===== config.mk =====
export PLATFORM = sky130hd
export DESIGN_NAME = ss_pkt_arbiter
export DESIGN_NICKNAME = d
export VERILOG_FILES = /design/src/rtl/ss_pkt_arbiter.sv
export SDC_FILE = /design/constraint.sdc
export NUM_CORES = 1
export LEC_CHECK = 0
export ABC_AREA = 1
export CELL_PAD_IN_SITES_DETAIL_PLACEMENT = 0
export CELL_PAD_IN_SITES_GLOBAL_PLACEMENT = 1
export CORE_ASPECT_RATIO = 2
export CORE_MARGIN = 5
export CORE_UTILIZATION = 20
export DETAILED_ROUTE_END_ITERATION = 10
export GPL_ROUTABILITY_DRIVEN = 1
export GPL_TIMING_DRIVEN = 0
export PLACE_DENSITY = 0.79
export SYNTH_ARGS = -nofsm -noshare
export SYNTH_HDL_FRONTEND = slang
export SYNTH_SLANG_ARGS = --single-unit

===== constraint.sdc =====
create_clock -name clk -period 1.4 [get_ports clk]
set_input_delay 0.28 -clock clk [delete_from_list [all_inputs] [get_ports clk]]
set_output_delay 0.28 -clock clk [all_outputs]
set_load 0.02 [all_outputs]

===== src/rtl/ss_pkt_arbiter.sv =====
// Packet-granular round-robin merge of NUM_INPUTS ss streams onto one ss master stream.
// Latency: one IDLE arbitration cycle per packet, then zero-cycle combinational pass-through.
// Backpressure: m_ready reaches only the granted input's s_ready; all other inputs see s_ready=0.
module ss_pkt_arbiter #(
  parameter int NUM_INPUTS = 4,
  parameter int NUM_BYTES  = 1,
  parameter int USER_BITS  = 1
) (
  input  logic                                clk,
  input  logic                                rst,
  input  logic [NUM_INPUTS-1:0]               s_valid,
  output logic [NUM_INPUTS-1:0]               s_ready,
  input  logic [NUM_INPUTS*NUM_BYTES*8-1:0]   s_data,
  input  logic [NUM_INPUTS*NUM_BYTES-1:0]     s_keep,
  input  logic [NUM_INPUTS-1:0]               s_last,
  input  logic [NUM_INPUTS*USER_BITS-1:0]     s_user,
  output logic                                m_valid,
  input  logic                                m_ready,
  output logic [NUM_BYTES*8-1:0]              m_data,
  output logic [NUM_BYTES-1:0]                m_keep,
  output logic                                m_last,
  output logic [USER_BITS-1:0]                m_user,
  output logic [$clog2(NUM_INPUTS)-1:0]       grant,
  output logic                                busy
);

  localparam int DW = NUM_BYTES * 8;
  localparam int GW = $clog2(NUM_INPUTS);

  typedef enum logic {
    ST_IDLE   = 1'b0,
    ST_LOCKED = 1'b1
  } state_t;

  state_t          r_state;
  logic [GW-1:0]   r_grant;
  logic [GW-1:0]   r_rr_ptr;

  logic            w_found;
  logic [GW-1:0]   w_winner;
  logic [GW-1:0]   w_cand;
  int              w_idx;

  logic            w_sel_valid;
  logic [DW-1:0]   w_sel_data;
  logic [NUM_BYTES-1:0] w_sel_keep;
  logic            w_sel_last;
  logic [USER_BITS-1:0] w_sel_user;
  logic [NUM_INPUTS-1:0] w_ready;

  // Round-robin search: first valid input after the one served last, wrapping modulo NUM_INPUTS.
  always_comb begin
    w_found  = 1'b0;
    w_winner = '0;
    w_idx    = 0;
    w_cand   = '0;
    for (int k = 1; k <= NUM_INPUTS; k++) begin
      w_idx  = (int'(r_rr_ptr) + k) % NUM_INPUTS;
      w_cand = GW'(w_idx);
      if (!w_found && s_valid[w_cand]) begin
        w_found  = 1'b1;
        w_winner = w_cand;
      end
    end
  end

  // Select the granted input's fields; mux driven only by the registered grant.
  always_comb begin
    w_sel_valid = 1'b0;
    w_sel_data  = '0;
    w_sel_keep  = '0;
    w_sel_last  = 1'b0;
    w_sel_user  = '0;
    for (int i = 0; i < NUM_INPUTS; i++) begin
      if (GW'(i) == r_grant) begin
        w_sel_valid = s_valid[i];
        w_sel_data  = s_data[i*DW +: DW];
        w_sel_keep  = s_keep[i*NUM_BYTES +: NUM_BYTES];
        w_sel_last  = s_last[i];
        w_sel_user  = s_user[i*USER_BITS +: USER_BITS];
      end
    end
  end

  // Steer downstream ready to the granted input only, and only while a packet is locked.
  always_comb begin
    w_ready = '0;
    if (r_state == ST_LOCKED) begin
      w_ready[r_grant] = m_ready;
    end
  end

  // Arbitration FSM: grab a winner in IDLE, hold it through the last word, then rotate priority.
  always_ff @(posedge clk) begin
    if (rst) begin
      r_state  <= ST_IDLE;
      r_grant  <= '0;
      r_rr_ptr <= GW'(NUM_INPUTS - 1);
    end else begin
      case (r_state)
        ST_IDLE: begin
          if (w_found) begin
            r_grant <= w_winner;
            r_state <= ST_LOCKED;
          end
        end
        ST_LOCKED: begin
          // Gaps in the granted s_valid keep the lock; only an accepted last word releases it.
          if (w_sel_valid && m_ready && w_sel_last) begin
            r_rr_ptr <= r_grant;
            r_state  <= ST_IDLE;
          end
        end
        default: r_state <= ST_IDLE;
      endcase
    end
  end

  assign m_valid = (r_state == ST_LOCKED) && w_sel_valid;
  assign m_data  = w_sel_data;
  assign m_keep  = w_sel_keep;
  assign m_last  = w_sel_last;
  assign m_user  = w_sel_user;
  assign s_ready = w_ready;
  assign grant   = r_grant;
  assign busy    = (r_state == ST_LOCKED);

endmodule


======== Word-level counts from Yosys, hierarchy flattened ========
Index checks and enable logic that the tools add are counted.
operators by class
  equal/unequal tests ..................... 3
  muxes and demuxes ....................... 42
  add/subtract/negate cells ............... 4
  bitwise operators ....................... 2
  shift operators ......................... 0
  reductions and logical operators ........ 13
  magnitude comparators ................... 6
  $mul .................................... 0
  div/mod/pow operators ................... 0
operator list
  operator             number
  $mux 8               4
  $mux 1               27
  $lt 2x3->1 const B   5
  $bmux 1 s2           4
  $mux 2               4
  $logic_and 1x1->1    7
  $add 2x1->2 const B  2
  $add 2x2->2 const B  2
  $and 4x4->4          1
  $eq 2x2->1 const A   2
  $mux 4               1
  $reduce_and 2->1     2
  $logic_not 1->1      3
  $demux 1 s2          1
  $eq 1x2->1 const A   1
  $ge 2x1->1 const B   1
  $logic_not 2->1      1
  $pmux 1 s2           1
  $not 1->1            1
word-level totals
  bits in read-only memories .............. 0
  memories kept ........................... 0
  word-level logic and storage cells ...... 73
  RAM bits ................................ 0
  flip-flop bits (word level) ............. 5
  output and inout port bits .............. 19
  latch bits .............................. 0
  input bits .............................. 51

======== Logic depth before layout (Yosys ltp) ========
Gate-level depths: netlist of the first run.
  word-level depth ........................ 15
  mapped depth ............................ 12

======== Least setup slack after synthesis of the first run ========
OpenSTA, ideal clock, no wires.
  path kind ............................... register -> output
  from .................................... register r_grant[0] (netlist: grant[0])
  to ...................................... output port m_data[2]
  path buffers ............................ 2
  slack ................................... -0.251 ns
  arrival ................................. 1.371 ns
  stages on the path, launching flop included .. 7
  data required time ...................... 1.120 ns
  cell sequence ........................... dfxtp_1 > buf_2 > nand2_2 > inv_2 > buf_2 > a221oi_1 > a21oi_1
on the way
  word-level cells in the longest chain between the ends .. 5
  elaborated cells on any way between the ends .. 8
  those cells by class .................... eq/ne: 3; mux: 4; reduce/logical: 1
RTL lines
  item                    line  RTL
  from (decl)             36    logic [GW-1:0] r_grant;
  from (signal assigned)  103   r_grant <= w_winner;
  $logic_not 2->1         75    if (GW'(i) == r_grant) begin
  $mux 8 (3 in series)    75
  $mux 8 (*)              75
  to (decl)               19    output logic [NUM_BYTES*8-1:0] m_data,
Every way passes the cells marked *; elsewhere a longest branch is shown, timed or not.

======== Worst setup path in the final report of the first run ========
Same ends and word-level chain as after synthesis.

==> results of run 1 <==
==> routing by layer <==
layer  vias up  track usage
met5         -            0
met4         0       0.0640
met3         6       0.0311
met2        51        0.314
met1       596        0.105
li1        691            -
==> metrics by stage <==
stage	power (uW)	std cells	cell area (um^2)	setup WS, ps	hold WS [ps]
floorplan	737	155	931	-56.7	335
global placement	1180	278	1690	-932	545
detailed placement	1180	278	1690	-925	537
CTS	1610	296	1920	-264	602
global route	1770	299	2000	-322	635
finish	1660	299	2000	-257	603
==> Yosys cell counts (all sizes together) <==
master and instances:
dfxtp 5, nand3b 1, o21ai 3, a21oi 5, nand3 15, a21boi 1, nor3 3, nand2 71
inv 16, o211ai 3, o211a 1, nand4 11, buf 7, clkbuf 1, nor2 10, a221oi 2
==> where the power goes <==
group | total (uW) | internal [uW] | switching (uW)
Clock | 269 | 196 | 73.4
Sequential | 188 | 162 | 26.1
Combinational | 1200 | 600 | 603
==> what timing repair did <==
item | CTS | global route
hold endpoints to repair | 0 | 0
setup buffers | 12 | 3
resized for setup | 121 | 19
endpoints found under the setup margin | 24 | 21
pin swaps | 10 | 10
cloned | 2 | 0
==> layout make-up <==
type / count / area share
timing repair buffer: 86 / 0.414
multi-input combinational: 126 / 0.393
sequential: 5 / 0.0525
buffer: 8 / 0.0488
inverter: 16 / 0.0350
tap: 54 / 0.0338
clock buffer: 4 / 0.0225
==> worst max-delay path, stage by stage (launching register included) <==
cell and delay, ps:
dfxtp_2 350, buf_12 150, nor2_4 50, buf_6 140, a221oi_2 230, a21oi_2 70, buf_4 160
==> registers in the layout (all words and copies together), names as in the netlist <==
register / flops
busy: 1
grant: 2
r_rr_ptr: 2
==> how the worst max path moves through the flow <==
stage	end	slack, ps	depth (start not counted)
6_report	m_data[2]	-260	6
5_1_grt	m_valid	-320	7
4_1_cts	m_data[5]	-260	6
3_5_place_dp	m_valid	-920	8
3_3_place_gp	m_valid	-930	8
2_1_floorplan	m_data[2]	-60	5
==> cell families after synthesis <==
| group | Yosys count |
|---|---|
| AND/OR/NAND/NOR | 111 |
| AO/OA/AOI/OAI | 15 |
| flip-flops | 5 |
| buffers and inverters | 24 |
==> flow_summary_export.csv, run 1 <==
group,metric,value,unit
outcome,status,"finished, violations left",
outcome,violations,"negative setup slack",
placement,globalplace.congestion,0.699,
route,vias,1344,
logic_synthesis,synth_top_area_share,0.228,
min_path,holdCritStartpoint,"busy$_SDFF_PP0_",
timing,fin_crit,1660,ps
worst_setup_path,r2r-end,"r_rr_ptr[0]$_SDFFE_PP1P_",
timing,fin_setup_tns,-2790,ps
pwr,p_per_area,830,nW/um^2
worst_setup_path,required,1120,ps
clock_tree,path_clk_slew,40,ps
route,top_layer,"met4",
die,core,4300,um^2
timing,hold_viol,0,
timing,skew,0.667,ps
route,wl_per_cell,13.9,um
route,ant_nets,0,
pwr,p_leak,0.000925,uW
logic_synthesis,synthTopCellsByArea,"nand2_1 (23%), dfxtp_1 (11%), nand2_2 (9.3%), nand3_1 (8.0%), nand4_1 (7.9%)",
placement,port_buffers,69,
logic_synthesis,yosysTopAreaCell,"nand2_1",
logic_synthesis,synth-warning-count,0,
worst_setup_path,crit_start,"grant[0]$_SDFFE_PP0P_",
worst_setup_path,critPathCaptureType,"primary output",
logic_synthesis,synth_compound_area_frac,0.116,
worst_setup_path,r2r_cells,9,
die,pin_count,70,
layout,layout.nets,297,
layout,n_fill_cell,462,
worst_setup_path,r2r-start,"grant[0]$_SDFFE_PP0P_",
route,drc,0,
timing,period_share,1.18,
logic_synthesis,synth_xor_area_frac,0,
global_routing,antenna_found_initial,0,
pwr,ir_drop,0.653,mV
layout,area_growth,129,%
clock_tree,clock-root-buffer,"clkbuf_8",
logic_synthesis,synth_top_family_by_area,"simple AND/OR/NAND/NOR gates",
logic_synthesis,synthesis.nets,206,
layout,final_util,0.466,
logic_synthesis,netlist_area,873,um^2
logic_synthesis,netlist_instances,155,
die,initial_core_util,0.203,
route,drtIter0Drc,15,
placement,hpwl,3.13,mm
logic_synthesis,avgSynthCellArea,5.63,um^2
job,cap_violations,0,
timing,rsz0062_at_grt,"yes",
logic_synthesis,synth_seq_cells,5,
min_path,hold_path.class,"flip-flop to flip-flop",
clock_tree,cts-buffers-inserted,3,
logic_synthesis,synth_fa_ha_area_frac,0,
global_routing,grt_max_degree,11,
timing,slew_viol_final,0,
global_routing,grt_pass1_vias,1405,
layout,drive_above_1_share,0.376,
min_path,min_to,"busy$_SDFF_PP0_",
clock_tree,insertion_delay,220,ps
route,drt-total-wl,4.15,mm
die,rows,34,
clock_tree,cts-htree-levels,1,
worst_setup_path,cp_max_fo,8,
die,die_w,56.7,um
worst_setup_path,reg2reg_slack,-50,ps
timing,maxSlewHeadroom,0.839,
logic_synthesis,muxShareOfSynthArea,0,
layout,antenna_cells,0,
worst_setup_path,arrival,1380,ps
clock_tree,clock_sinks,5,
timing,tightest_slew,241,ps
logic_synthesis,synthSimpleGateAreaFrac,0.638,
die,die-height,103,um
route,drt-met1-wl,1.28,mm
global_routing,grt_pass1_wl,6.21,mm
worst_setup_path,path_class,"flip-flop to primary output",
clock_tree,cts_tree,"built",
min_path,hold_depth,1,
layout,final_cell_mix,"nand2_1 (47), clkdlybuf4s50_1 (46), buf_4 (19), buf_6 (18), nand2_2 (16)",
route,dr.pass1.iters,4,
clock_tree,ctsHoldBuffers,0,
layout,multi_input_area,787,um^2
global_routing,grt.overflow.total,0,
logic_synthesis,synth_cell_types,26,
route,wl_met3,269,um
clock_tree,cts_max_path_buffers,2,
route,met2_length,2.52,mm
die,die_area,5870,um^2
global_routing,track_usage,0.141,
timing,setup_violations,21,
worst_setup_path,critPathLaunchType,"flip-flop",
layout,regArea,105,um^2
layout,final_common_cell,"nand2_1",
logic_synthesis,ys_seq_area_frac,0.115,
timing,worst_slack,-257,ps
timing,max_freq,604,MHz
route,via_per_inst,4.49,
Note: power is estimated with default switching activity, not from simulation.
==> run 2: changes to the inputs <==
Settings changed: ABC_AREA 1 to unset, CORE_UTILIZATION 20 to 18, PLACE_DENSITY 0.79 to 0.78.
==> run 2 against run 1 <==
The flow still finishes with violations (negative setup slack). Synthesized cell count decreased by 62%. Power down 36%. Hold slack better by 9.5 ps. Synthesized area decreased by 28%. Non-clock buffer count decreased by 9. Clock skew up 3.7 ps. Flip-flop and latch count unchanged. Count of clock-buffer cells in the layout unchanged. Via count is 35% lower.
==> flow_summary_export.csv, run 2 <==
group,metric,value,unit
logic_synthesis,synth-warning-count,0,
clock_tree,clock-root-buffer,"clkbuf_8",
die,die-height,93.5,um
timing,maxSlewHeadroom,0.759,
worst_setup_path,cp_max_fo,8,
global_routing,grt.overflow.total,0,
pwr,ir_drop,0.339,mV
die,core,3380,um^2
timing,skew,4.41,ps
route,ant_nets,0,
pwr,p_per_area,651,nW/um^2
route,drc,0,
die,rows,30,
logic_synthesis,synthesis.nets,110,
logic_synthesis,synthTopCellsByArea,"mux4_2 (25%), mux4_1 (17%), dfxtp_1 (16%), mux2i_1 (4.8%), nor2_1 (4.2%)",
die,initial_core_util,0.186,
logic_synthesis,synth_seq_cells,5,
min_path,hold_path.class,"flip-flop to flip-flop",
timing,hold_ws,612,ps
clock_tree,ctsHoldBuffers,0,
worst_setup_path,critPathCaptureType,"primary output",
pwr,swShare,0.302,
layout,final_cell_mix,"clkdlybuf4s50_1 (46), buf_6 (18), mux4_2 (9), buf_4 (8), dlygate4sd2_1 (7)",
timing,max_freq,569,MHz
outcome,status,"finished, violations left",
route,drt-total-wl,2.92,mm
layout,layout.nets,196,
timing,hold_viol,0,
global_routing,grt_max_degree,11,
job,cap_violations,0,
placement,postPlaceCellArea,1380,um^2
global_routing,track_usage,0.123,
clock_tree,insertion_delay,230,ps
layout,final_common_cell,"clkdlybuf4s50_1",
logic_synthesis,avgSynthCellArea,10.6,um^2
pwr,pwr-share-seq,0.160,
pwr,p_leak,0.000644,uW
route,wl_per_cell,16.6,um
placement,dp_slack,-746,ps
logic_synthesis,ys.flop_type,"dfxtp_1",
timing,setup_violations,19,
clock_tree,path_clk_slew,40,ps
logic_synthesis,yosysTopAreaCell,"mux4_2",
die,die_w,51.7,um
layout,area_growth,160,%
route,vias,874,
placement,port_buffers,69,
layout,antenna_cells,0,
route,dr.pass1.iters,3,
logic_synthesis,synth_top_area_share,0.251,
timing,fin_setup_tns,-5470,ps
clock_tree,cts-buffers-inserted,3,
logic_synthesis,netlist_instances,59,
min_path,hold_depth,2,
min_path,min_to,"busy$_SDFF_PP0_",
layout,final_cells,176,
timing,period_share,1.25,
logic_synthesis,synth-edff-count,0,
route,drtIter0Drc,2,
logic_synthesis,synthArstFlopShare,0,
layout,drive_above_1_share,0.410,
logic_synthesis,netlist_area,627,um^2
placement,place_inst,160,
logic_synthesis,synth_cell_types,27,
clock_tree,cts-htree-levels,1,
logic_synthesis,ys_seq_area_frac,0.160,
global_routing,grt_pass1_wl,4.43,mm
pwr,intPower,740,uW
pwr,p_clk_frac,0.260,
min_path,holdCritStartpoint,"busy$_SDFF_PP0_",
worst_setup_path,r2r_cells,6,
worst_setup_path,r2r-end,"r_rr_ptr[0]$_SDFFE_PP1P_",
worst_setup_path,required,1120,ps
global_routing,antenna_found_initial,0,
clock_tree,clock_sinks,5,
die,die_area,4830,um^2
worst_setup_path,path_class,"flip-flop to primary output",
timing,rsz0062_at_grt,"yes",
placement,globalplace.congestion,0.793,
die,pin_count,70,
pwr,combPwrFrac,0.580,
worst_setup_path,reg2reg_slack,-340,ps
timing,tightest_slew,358,ps
global_routing,grt_pass1_vias,938,
timing,slew_viol_final,0,
logic_synthesis,netlist_top_cells_count,"mux4_2 (7), nor2_1 (7), dfxtp_1 (5)",
pwr,p_sw,320,uW
worst_setup_path,r2r-start,"grant[0]$_SDFFE_PP0P_",
timing,worst_slack,-356,ps
worst_setup_path,arrival,1480,ps
route,via_per_inst,4.97,
layout,fin_area,1630,um^2
clock_tree,cts_max_path_buffers,2,
outcome,violations,"negative setup slack",
worst_setup_path,critPathLaunchType,"flip-flop",
timing,fin_crit,1760,ps
clock_tree,cts_tree,"built",
run 2: cell types whose count changed after synthesis, sizes merged, moves of 11 or more:
cell / before / now
nand2: 71 / 2
inv: 16 / 2
nand3: 15 / 1
mux4: 0 / 11
nand4: 11 / 0
run 2: layout make-up:
class                      instances  area, um^2
timing repair buffer              81         811
tap                               32        40.0
buffer                             4        66.3
inverter                           2        7.51
multi-input combinational         48         552
clock buffer                       4        45.0
fill                             335        1750
sequential                         5         106
run 2: stage by stage:
step	total power, uW	utilization
2_1_floorplan	395	-
5_1_grt	1120	0.482
3_5_place_dp	675	0.407
6_report	1060	0.482
4_1_cts	1030	0.460
3_3_place_gp	666	0.407
run 2: critical path: stages (launching register included):
cell	delay [ps]
dfxtp_4	350
buf_12	130
buf_12	120
mux4_2	500
buf_6	150
run 2: kinds of logic after synthesis:
group / after synthesis / synth area share
AOI/OAI and AO/OA: 14 / 0.154
and+or+nand+nor: 20 / 0.168
DFF: 5 / 0.160
muxes: 14 / 0.467
buffers and inverters: 6 / 0.0519
run 2: routing by layer:
| metal | share of wire | vias up | GRT usage | wire length, um |
|---|---|---|---|---|
| met5 | 0 | - | 0 | 0 |
| met4 | 0.014 | 0 | 0.0525 | 40 |
| met3 | 0.054 | 4 | 0.0255 | 157 |
| met2 | 0.63 | 33 | 0.248 | 1840 |
| met1 | 0.30 | 426 | 0.110 | 878 |
| li1 | - | 411 | - | - |
run 2: worst max path at each step:
| stage | from | endpoint | slack (ps) |
|---|---|---|---|
| 3_3_place_gp | grant[0]$_SDFFE_PP0P_ | m_data[4] | -730 |
| 6_report | grant[0]$_SDFFE_PP0P_ | m_data[1] | -360 |
| 4_1_cts | grant[0]$_SDFFE_PP0P_ | r_rr_ptr[0]$_SDFFE_PP1P_ | -380 |
| 3_5_place_dp | grant[0]$_SDFFE_PP0P_ | m_data[1] | -750 |
| 2_1_floorplan | grant[0]$_SDFFE_PP0P_ | r_rr_ptr[0]$_SDFFE_PP1P_ | -240 |
| 5_1_grt | grant[0]$_SDFFE_PP0P_ | m_data[1] | -400 |
run 2: repair_timing:
action,CTS,global route
gates cloned,1,0
resized for setup,111,17
pin swaps,2,2
setup endpoints to repair,24,22
buffers inserted,9,2
run 2: power by group through the flow:
stage | Combinational [uW] | Clock [uW] | Sequential, uW
global route | 651 | 293 | 172
floorplan | 221 | 0 | 174
finish | 614 | 275 | 170
CTS | 582 | 283 | 169
detailed placement | 506 | 0 | 169
global placement | 497 | 0 | 169
==> run 3: changes to the inputs <==
Settings changed: ABC_AREA set to 1, CORE_UTILIZATION 18 to 20, PLACE_DENSITY 0.78 to 0.79.
==> results of run 3 <==
Final layout, timing and power as in run 1 (identical DEF).
